## src/rtl/cam_agent_pkg.sv

```systemverilog
// Shared types and constants for the CAM requester agent.
package cam_agent_pkg;

  typedef enum logic [2:0] {
    StInit,
    StIdle,
    StSearch,
    StCheck,
    StWrite,
    StResp
  } state_e;

  localparam logic OP_LOOKUP = 1'b0;
  localparam logic OP_INSERT = 1'b1;

  localparam int unsigned   SENT_W   = 8;
  localparam logic [SENT_W-1:0] SENTINEL = {SENT_W{1'b1}};

endpackage

```

## src/rtl/cam_agent.sv

```systemverilog
// Requester-side controller for a 16x8 CAM: sentinel-fills the table, then serves
// lookup/insert requests with ascending slot allocation over valid/ready channels.
module cam_agent
  import cam_agent_pkg::*;
#(
  parameter int unsigned DEPTH  = 16,
  parameter int unsigned KEY_W  = 8,
  parameter int unsigned ADDR_W = 4
) (
  input  logic              clk,
  input  logic              rst,
  input  logic              req_valid,
  output logic              req_ready,
  input  logic              req_op,
  input  logic [KEY_W-1:0]  req_key,
  output logic              resp_valid,
  input  logic              resp_ready,
  output logic [ADDR_W-1:0] resp_addr,
  output logic              resp_hit,
  output logic              resp_full,
  output logic              resp_err,
  output logic              cam_wen,
  output logic              cam_ren,
  output logic [KEY_W-1:0]  cam_din,
  output logic [ADDR_W-1:0] cam_addr,
  input  logic [ADDR_W-1:0] cam_dout,
  input  logic              cam_hit,
  output logic [ADDR_W:0]   count
);

  localparam logic [ADDR_W-1:0] LastAddr = ADDR_W'(DEPTH - 1);
  localparam logic [ADDR_W:0]   FullCnt  = (ADDR_W + 1)'(DEPTH);
  localparam logic [KEY_W-1:0]  SentKey  = KEY_W'(SENTINEL);

  state_e              r_state, w_state_d;
  logic [ADDR_W-1:0]   r_init_ptr, w_init_ptr_d;
  logic                r_op, w_op_d;
  logic [KEY_W-1:0]    r_key, w_key_d;
  logic [ADDR_W:0]     r_count, w_count_d;
  logic [ADDR_W-1:0]   r_resp_addr, w_resp_addr_d;
  logic                r_resp_hit, w_resp_hit_d;
  logic                r_resp_full, w_resp_full_d;
  logic                r_resp_err, w_resp_err_d;

  logic                r_req_ready, w_req_ready_d;
  logic                r_resp_valid, w_resp_valid_d;
  logic                r_cam_wen, w_cam_wen_d;
  logic                r_cam_ren, w_cam_ren_d;
  logic [KEY_W-1:0]    r_cam_din, w_cam_din_d;
  logic [ADDR_W-1:0]   r_cam_addr, w_cam_addr_d;

  logic                w_valid_hit;

  // Slots at or above count still hold the sentinel, so matches there are stale.
  assign w_valid_hit = cam_hit && ({1'b0, cam_dout} < r_count);

  always_comb begin
    w_state_d     = r_state;
    w_init_ptr_d  = r_init_ptr;
    w_op_d        = r_op;
    w_key_d       = r_key;
    w_count_d     = r_count;
    w_resp_addr_d = r_resp_addr;
    w_resp_hit_d  = r_resp_hit;
    w_resp_full_d = r_resp_full;
    w_resp_err_d  = r_resp_err;

    case (r_state)
      StInit: begin
        // The pointer only advances once its write has actually been driven.
        if (r_cam_wen) begin
          w_init_ptr_d = r_init_ptr + 1'b1;
          if (r_init_ptr == LastAddr) w_state_d = StIdle;
        end
      end
      StIdle: begin
        if (req_valid) begin
          w_op_d  = req_op;
          w_key_d = req_key;
          if (req_key == SentKey) begin
            w_state_d     = StResp;
            w_resp_err_d  = 1'b1;
            w_resp_hit_d  = 1'b0;
            w_resp_full_d = 1'b0;
            w_resp_addr_d = '0;
          end else begin
            w_state_d = StSearch;
          end
        end
      end
      StSearch: w_state_d = StCheck;
      StCheck: begin
        w_resp_err_d  = 1'b0;
        w_resp_full_d = 1'b0;
        w_resp_hit_d  = w_valid_hit;
        w_resp_addr_d = w_valid_hit ? cam_dout : '0;
        if (r_op == OP_LOOKUP || w_valid_hit) begin
          w_state_d = StResp;
        end else if (r_count < FullCnt) begin
          w_state_d = StWrite;
        end else begin
          w_state_d     = StResp;
          w_resp_full_d = 1'b1;
        end
      end
      StWrite: begin
        w_count_d     = r_count + 1'b1;
        w_resp_addr_d = r_count[ADDR_W-1:0];
        w_resp_hit_d  = 1'b0;
        w_state_d     = StResp;
      end
      StResp: begin
        if (resp_ready) w_state_d = StIdle;
      end
      default: w_state_d = StInit;
    endcase
  end

  // Outputs are registered from the next state so they line up with the state register.
  always_comb begin
    w_req_ready_d  = (w_state_d == StIdle);
    w_resp_valid_d = (w_state_d == StResp);
    w_cam_wen_d    = 1'b0;
    w_cam_ren_d    = 1'b0;
    w_cam_din_d    = '0;
    w_cam_addr_d   = '0;
    case (w_state_d)
      StInit: begin
        w_cam_wen_d  = 1'b1;
        w_cam_din_d  = SentKey;
        w_cam_addr_d = w_init_ptr_d;
      end
      StSearch: begin
        w_cam_ren_d = 1'b1;
        w_cam_din_d = w_key_d;
      end
      StWrite: begin
        w_cam_wen_d  = 1'b1;
        w_cam_din_d  = w_key_d;
        w_cam_addr_d = w_count_d[ADDR_W-1:0];
      end
      default: ;
    endcase
  end

  always_ff @(posedge clk) begin
    if (rst) begin
      r_state      <= StInit;
      r_init_ptr   <= '0;
      r_op         <= 1'b0;
      r_key        <= '0;
      r_count      <= '0;
      r_resp_addr  <= '0;
      r_resp_hit   <= 1'b0;
      r_resp_full  <= 1'b0;
      r_resp_err   <= 1'b0;
      r_req_ready  <= 1'b0;
      r_resp_valid <= 1'b0;
      r_cam_wen    <= 1'b0;
      r_cam_ren    <= 1'b0;
      r_cam_din    <= '0;
      r_cam_addr   <= '0;
    end else begin
      r_state      <= w_state_d;
      r_init_ptr   <= w_init_ptr_d;
      r_op         <= w_op_d;
      r_key        <= w_key_d;
      r_count      <= w_count_d;
      r_resp_addr  <= w_resp_addr_d;
      r_resp_hit   <= w_resp_hit_d;
      r_resp_full  <= w_resp_full_d;
      r_resp_err   <= w_resp_err_d;
      r_req_ready  <= w_req_ready_d;
      r_resp_valid <= w_resp_valid_d;
      r_cam_wen    <= w_cam_wen_d;
      r_cam_ren    <= w_cam_ren_d;
      r_cam_din    <= w_cam_din_d;
      r_cam_addr   <= w_cam_addr_d;
    end
  end

  assign req_ready  = r_req_ready;
  assign resp_valid = r_resp_valid;
  assign resp_addr  = r_resp_addr;
  assign resp_hit   = r_resp_hit;
  assign resp_full  = r_resp_full;
  assign resp_err   = r_resp_err;
  assign cam_wen    = r_cam_wen;
  assign cam_ren    = r_cam_ren;
  assign cam_din    = r_cam_din;
  assign cam_addr   = r_cam_addr;
  assign count      = r_count;

endmodule
```

## config.mk

```make
export PLATFORM = sky130hd
export DESIGN_NAME = cam_agent
export DESIGN_NICKNAME = d
export VERILOG_FILES = /design/src/rtl/cam_agent_pkg.sv /design/src/rtl/cam_agent.sv
export SDC_FILE = /design/constraint.sdc
export NUM_CORES = 1
export LEC_CHECK = 0
export CORE_MARGIN = 1
export CORE_UTILIZATION = 42
export DETAILED_ROUTE_END_ITERATION = 8
export PLACE_DENSITY = 0.69
export SYNTH_ARGS = -nofsm -noshare
export SYNTH_HDL_FRONTEND = slang
export SYNTH_SLANG_ARGS = --single-unit
export TNS_END_PERCENT = 100
```

## constraint.sdc

```tcl
create_clock -name clk -period 2.1 [get_ports clk]
set_clock_uncertainty 0.05 [all_clocks]
set_input_delay 0.525 -clock clk [delete_from_list [all_inputs] [get_ports clk]]
set_output_delay 0.525 -clock clk [all_outputs]
set_load 0.005 [all_outputs]
```

# == Word-level counts from Yosys, hierarchy flattened ==
# Cells that the tools add are included.
# op_classes
n_shift,0
n_addsub,2
n_div,0
eq_ne,13
mux,30
mul,0
magnitude_cmp,2
reduce_logical,11
n_bitwise,1
# op_table
cell,n
two-way mux 4 bit,6
case mux 3 bit (6 select lines),1
two-way mux 8 bit,2
case mux 8 bit (2 select lines),1
two-way mux 3 bit,5
equality test 3 bit (second input constant),4
case mux 4 bit (3 select lines),1
two-way mux 1 bit,10
equality test 3 x 2 -> 1 bit (second input constant),3
equality test 8 bit (second input constant),1
case mux 4 bit (2 select lines),1
equality test 3 x 1 -> 1 bit (second input constant),2
zero test 3 bit,2
AND reduction 3 bit,2
adder 5 x 1 -> 5 bit (second input constant),1
less-than comparator 4 x 5 -> 1 bit,1
less-than comparator 5 bit (second input constant),1
adder 4 x 1 -> 4 bit (second input constant),1
equality test 4 bit (second input constant),1
inequality test 2 bit (second input constant),2
case mux 1 bit (2 select lines),2
OR reduction 2 bit,2
case mux 1 bit (3 select lines),1
nonzero test 3 bit,1
5 further kinds,5
# totals
output_inout_bits,28
elab_cells,75
inputBits,18
mem_count,0
latch_bits,0
reg_bits,44
rom_bits,0
ram_bits,0

# == Depth between registers and ports, before layout ==
# depth
word_depth,8
depth_mapped,7
mapped_depth_nobuf,7

# == Worst setup path after synthesis ==
# No wires, ideal clock.
# synth_path
path_type,input -> register
startpoint,in cam_dout[2]
endpoint,"reg r_resp_addr[0], in the netlist resp_addr[0]"
cell_stages,6
slack_ps,175
n_path_buf,0
setup_ps,60
arrival_ps,1815
required_ps,1990
cell_sequence,ha_1 -> a21o_1 -> a31oi_1 -> o21ai_0 -> nor3_1 -> a221o_1
# synth_via
elab_chain_cells,4
# synth_lines
item,line_no,rtl
"start, declared",cam_agent.sv:26,"input logic [ADDR_W-1:0] cam_dout,"
less-than comparator 4 x 5 -> 1 bit,cam_agent.sv:55,"assign w_valid_hit = cam_hit && ({1'b0, cam_dout} < r_count);"
logical AND 1 bit,cam_agent.sv:55,
two-way mux 4 bit,cam_agent.sv:96,w_resp_addr_d = w_valid_hit ? cam_dout : '0;
case mux 4 bit (3 select lines),cam_agent.sv:68,case (r_state)
"end signal, assigned",cam_agent.sv:169,r_resp_addr <= w_resp_addr_d;
"end, declared",cam_agent.sv:40,"logic [ADDR_W-1:0] r_resp_addr, w_resp_addr_d;"
# Every way passes these cells.
# A chain may end at the register's enable or synchronous reset.

# == Worst setup path in the final report ==
# layout_path
startpoint,in req_valid
endpoint,"reg r_cam_addr[3], in the netlist cam_addr[3]"
# layout_via
elab_chain_cells,4
elab_cells_between_ends,5
classes_between,eq/ne: 1; mux: 3; reduce/logical: 1
# layout_lines
item,line_no,rtl
"start, declared",cam_agent.sv:12,"input logic req_valid,"
two-way mux 3 bit *,cam_agent.sv:77,if (req_valid) begin
case mux 3 bit (6 select lines) *,cam_agent.sv:68,
equality test 3 bit / zero test 3 bit (equally long branches),cam_agent.sv:127,case (w_state_d)
case mux 4 bit (2 select lines) *,cam_agent.sv:127,
"end signal, assigned",cam_agent.sv:178,r_cam_addr <= w_cam_addr_d;
"end, declared",cam_agent.sv:50,"logic [ADDR_W-1:0] r_cam_addr, w_cam_addr_d;"
# Every way passes the cells marked *; elsewhere a longest branch is shown, timed or not.

==> results.rst <==
.. list-table::
   :header-rows: 1

   * - Metric
     - Value
   * - Kind of start point of the critical path
     - input port
   * - Maximum number of pins on one net before global-route repair
     - 13
   * - Crit-path max cell delay
     - 0.50 ns
   * - Flops & latches, synth
     - 44
   * - Vert. Die Dim
     - 69.5 microns
   * - Endpoint of the lowest-slack register-to-register path
     - cam_addr[3]
   * - Nets
     - 309
   * - Crit path from
     - req_valid
   * - Top library cells by usage in the layout, fill and taps aside
     - sky130_fd_sc_hd__dfxtp_1, sky130_fd_sc_hd__clkdlybuf4s50_1, sky130_fd_sc_hd__buf_4, sky130_fd_sc_hd__nand2_1, sky130_fd_sc_hd__nor2_1
   * - Std-Cell Rows
     - 24
   * - Worst r2r path cells
     - 6
   * - Pin slew with the least headroom to its limit
     - 0.423 ns
   * - Post-synthesis net count
     - 234
   * - Count of buffer and inverter cells on the critical path
     - 1
   * - Instance count of the mapped netlist
     - 210
   * - Worst Path Max Fanout
     - 4
   * - Vias in the first global route
     - 1604
   * - Number of remaining DRC errors
     - 0
   * - Cells along the critical path
     - clkdlybuf4s50_1 > nand4bb_1 > or3_1 > a311o_1 > a211oi_2
   * - Initial standard-cell utilization of the core
     - 0.440
   * - Die Wd
     - 69.5 microns
   * - Average routed wire per standard cell
     - 12.8 microns
   * - Placer's final routability congestion estimate
     - 0.870
   * - Global-route wire length before repair
     - 7260 microns
   * - P per Cell Area
     - 583 nW/um^2
   * - Primary flip-flop cell chosen by synthesis mapping
     - sky130_fd_sc_hd__dfxtp_1
   * - Class of the most critical hold timing path
     - flip-flop to flip-flop
   * - Via-per-instance ratio
     - 5.06
   * - Antenna fix cells
     - 0
   * - Worst-case clock buffer depth
     - 2
   * - Hold violation count in the final report
     - 0
   * - Number of antenna violations at the first check in global routing
     - 0
   * - Kind of capture point of the worst setup path
     - flip-flop
   * - Remaining global-route overflow
     - 0
   * - Proportion of synthesized flip-flops having asynchronous set or reset
     - 0
   * - Total global-route track usage
     - 0.189
   * - Core Area
     - 4350 sq um
   * - Overall power of the completed layout
     - 1600 uW
   * - Ports
     - 46
   * - LEAKAGE
     - 0.00113 uW
   * - First-pass iteration count of the detailed router
     - 4
   * - Crit path required time
     - 2.26 ns
   * - Number of input and output port buffers inserted
     - 45
   * - Sequential fraction of the synthesis area
     - 0.460
   * - Total die area
     - 4830 sq um
   * - R2R setup slack
     - 0.20 ns
   * - Layout cell share with drive strength beyond 1
     - 0.173
   * - Peak ir drop on the vdd network
     - 0.000482 V
   * - Number of maximum-capacitance constraint violations
     - 0
   * - Destination of the critical timing path
     - cam_addr[3]
   * - Number of max-slew violations in the final report
     - 0
   * - Total setup violations reported at the end of the flow
     - 0
   * - Clock latency at the later pin of the worst-skew pair
     - 0.28 ns
   * - Fraction of the core area covered by cells at the end of the flow
     - 0.630
   * - Average instance area after synthesis
     - 9.12 sq um
   * - Worst-path cell with the longest stage delay
     - sky130_fd_sc_hd__clkdlybuf4s50_1
   * - Number of H-tree levels
     - 2
   * - Unrepaired setup endpoints after global routing
     - yes
   * - DR vias
     - 1700
   * - Detailed Route Iter0 Violations
     - 75
   * - Number of nets with antenna violations after detailed routing
     - 0
   * - Startpoint-to-endpoint class of the critical path
     - input port to flip-flop
   * - Crit share post-route
     - 0.974
   * - Logic depth of the worst path, buffers included
     - 5
   * - Clock tree from TritonCTS
     - built
   * - Outcome
     - completed
   * - Netlist area before placement
     - 1910 sq um
   * - Synth unique cells
     - 43
   * - Number of buffers inserted during clock tree synthesis
     - 5
   * - Startpoint of the worst-slack reg-to-reg timing path
     - r_state[0]
   * - Highest clock rate
     - 489 MHz
   * - HPWL reported at the end of detailed placement
     - 3320 microns
   * - Worst hold path stage count
     - 1
   * - Largest delay contributor family on the critical path
     - simple AND/OR/NAND/NOR gates
   * - Minimum clock period after layout
     - 2.05 ns
   * - Synthesis-to-finish area growth
     - 43.3%
   * - Warning count from the yosys run
     - 0
   * - Final Routed Wirelength
     - 4300 microns
   * - Arrival time reported for the critical path endpoint
     - 2.20 ns
   * - Root buffer cell
     - sky130_fd_sc_hd__clkbuf_8
   * - Reg clk slew, reported paths
     - 0.07 ns
   * - Number of synthesized flops with an enable pin
     - 0
   * - Max transition margin
     - 0.717
   * - Clock sinks
     - 44
[layout make-up]
type                    instances  area (sq um)
fillers                       388          1610
multi-input cells             142           953
flip-flops and latches         44           881
repair buffers                 77           689
clock buffers                   5          68.8
well taps                      52          65.1
inverters                      15          56.3
clock inverters                 1          30.0
[per-stage QoR]
stage          hold slack, ns  TNS [ns]  worst slack, ns  cells  cell area [sq um]
2_1_floorplan           0.401         0            0.175    210               1910
3_3_place_gp            0.386     -6.24           -0.343    330               2620
3_5_place_dp            0.393     -6.77           -0.366    330               2620
4_1_cts                 0.411         0           0.0508    336               2730
5_1_grt                 0.438   -0.0126          -0.0126    336               2740
6_report                0.407         0           0.0542    336               2740
[registers in the layout, indices dropped and copies added, names as in the netlist]
register and count:
r_state 3, count 5, req_ready 1, resp_full 1, cam_addr 4, resp_hit 1
cam_ren 1, cam_din 8, resp_addr 4, resp_err 1, resp_valid 1, r_key 8
cam_wen 1, r_init_ptr 4, r_op 1
[layer usage]
| layer | track usage | wire length (microns) |
|---|---|---|
| met2 | 0.300 | 1970 |
| met4 | 0.0544 | 28 |
| met3 | 0.0407 | 184 |
| met1 | 0.258 | 2120 |
| met5 | 0 | 0 |
[kinds of logic (layout without fill, tap and decap cells)]
| kind of cell | after synthesis | count (layout) | share of synthesized area |
|---|---|---|---|
| AND/OR/NAND/NOR | 77 | 77 | 0.214 |
| AO/OA/AOI/OAI | 46 | 46 | 0.168 |
| flip-flops | 44 | 44 | 0.460 |
| buffers and inverters | 24 | 98 | 0.0542 |
| multiplexers | 8 | 8 | 0.0418 |
| adder cells (fa/ha/maj) | 6 | 6 | 0.0392 |
| XOR/XNOR | 5 | 5 | 0.0229 |
[what timing repair did]
item	in CTS	in global routing
hold buffers	0	0
setup endpoints to repair	19	10
setup buffers	0	0
gates resized for setup	2	5
pin swaps	3	1
[how the worst min path moves through the flow]
stage	start	end	slack (ns)
detailed placement	resp_hit	resp_hit	0.39
CTS	resp_hit	resp_hit	0.41
finish	resp_hit	resp_hit	0.41
global route	resp_hit	resp_hit	0.44
global placement	resp_hit	resp_hit	0.39
floorplan	resp_hit	resp_hit	0.40
[cells in the mapped netlist, drive strengths merged (2+ instances only)]
library cell / instances / area [sq um]
a21boi: 2 / 15.0
a21o: 10 / 75.1
a21oi: 7 / 35.0
a31oi: 4 / 31.3
buf: 6 / 36.3
clkbuf: 3 / 11.3
dfxtp: 44 / 881
ha: 6 / 75.1
inv: 15 / 56.3
mux2i: 8 / 80.1
nand2: 25 / 93.8
nand2b: 4 / 25.0
nand3: 2 / 10.0
nand3b: 2 / 15.0
nand4: 5 / 31.3
nor2: 17 / 63.8
nor2b: 3 / 18.8
nor3: 7 / 35.0
nor3b: 2 / 15.0
nor4b: 2 / 32.5
o211ai: 2 / 15.0
o21ai: 11 / 55.1
o2bb2ai: 3 / 26.3
or3: 3 / 18.8
xnor2: 4 / 35.0
[power by group]
| part | switching [uW] | internal (uW) |
|---|---|---|
| logic | 52.0 | 88.7 |
| registers | 7.83 | 853 |
| clock network | 257 | 341 |
| total | 317 | 1280 |
[worst register-to-register path: stages, from the launching register on]
cell and delay (ns):
sky130_fd_sc_hd__dfxtp_1 0.40, sky130_fd_sc_hd__buf_4 0.19, sky130_fd_sc_hd__nor3b_1 0.27, sky130_fd_sc_hd__nand4_1 0.18
sky130_fd_sc_hd__xnor2_1 0.18, sky130_fd_sc_hd__a311o_1 0.35, sky130_fd_sc_hd__a211oi_2 0.20
Power figures use the tool's default switching activity.
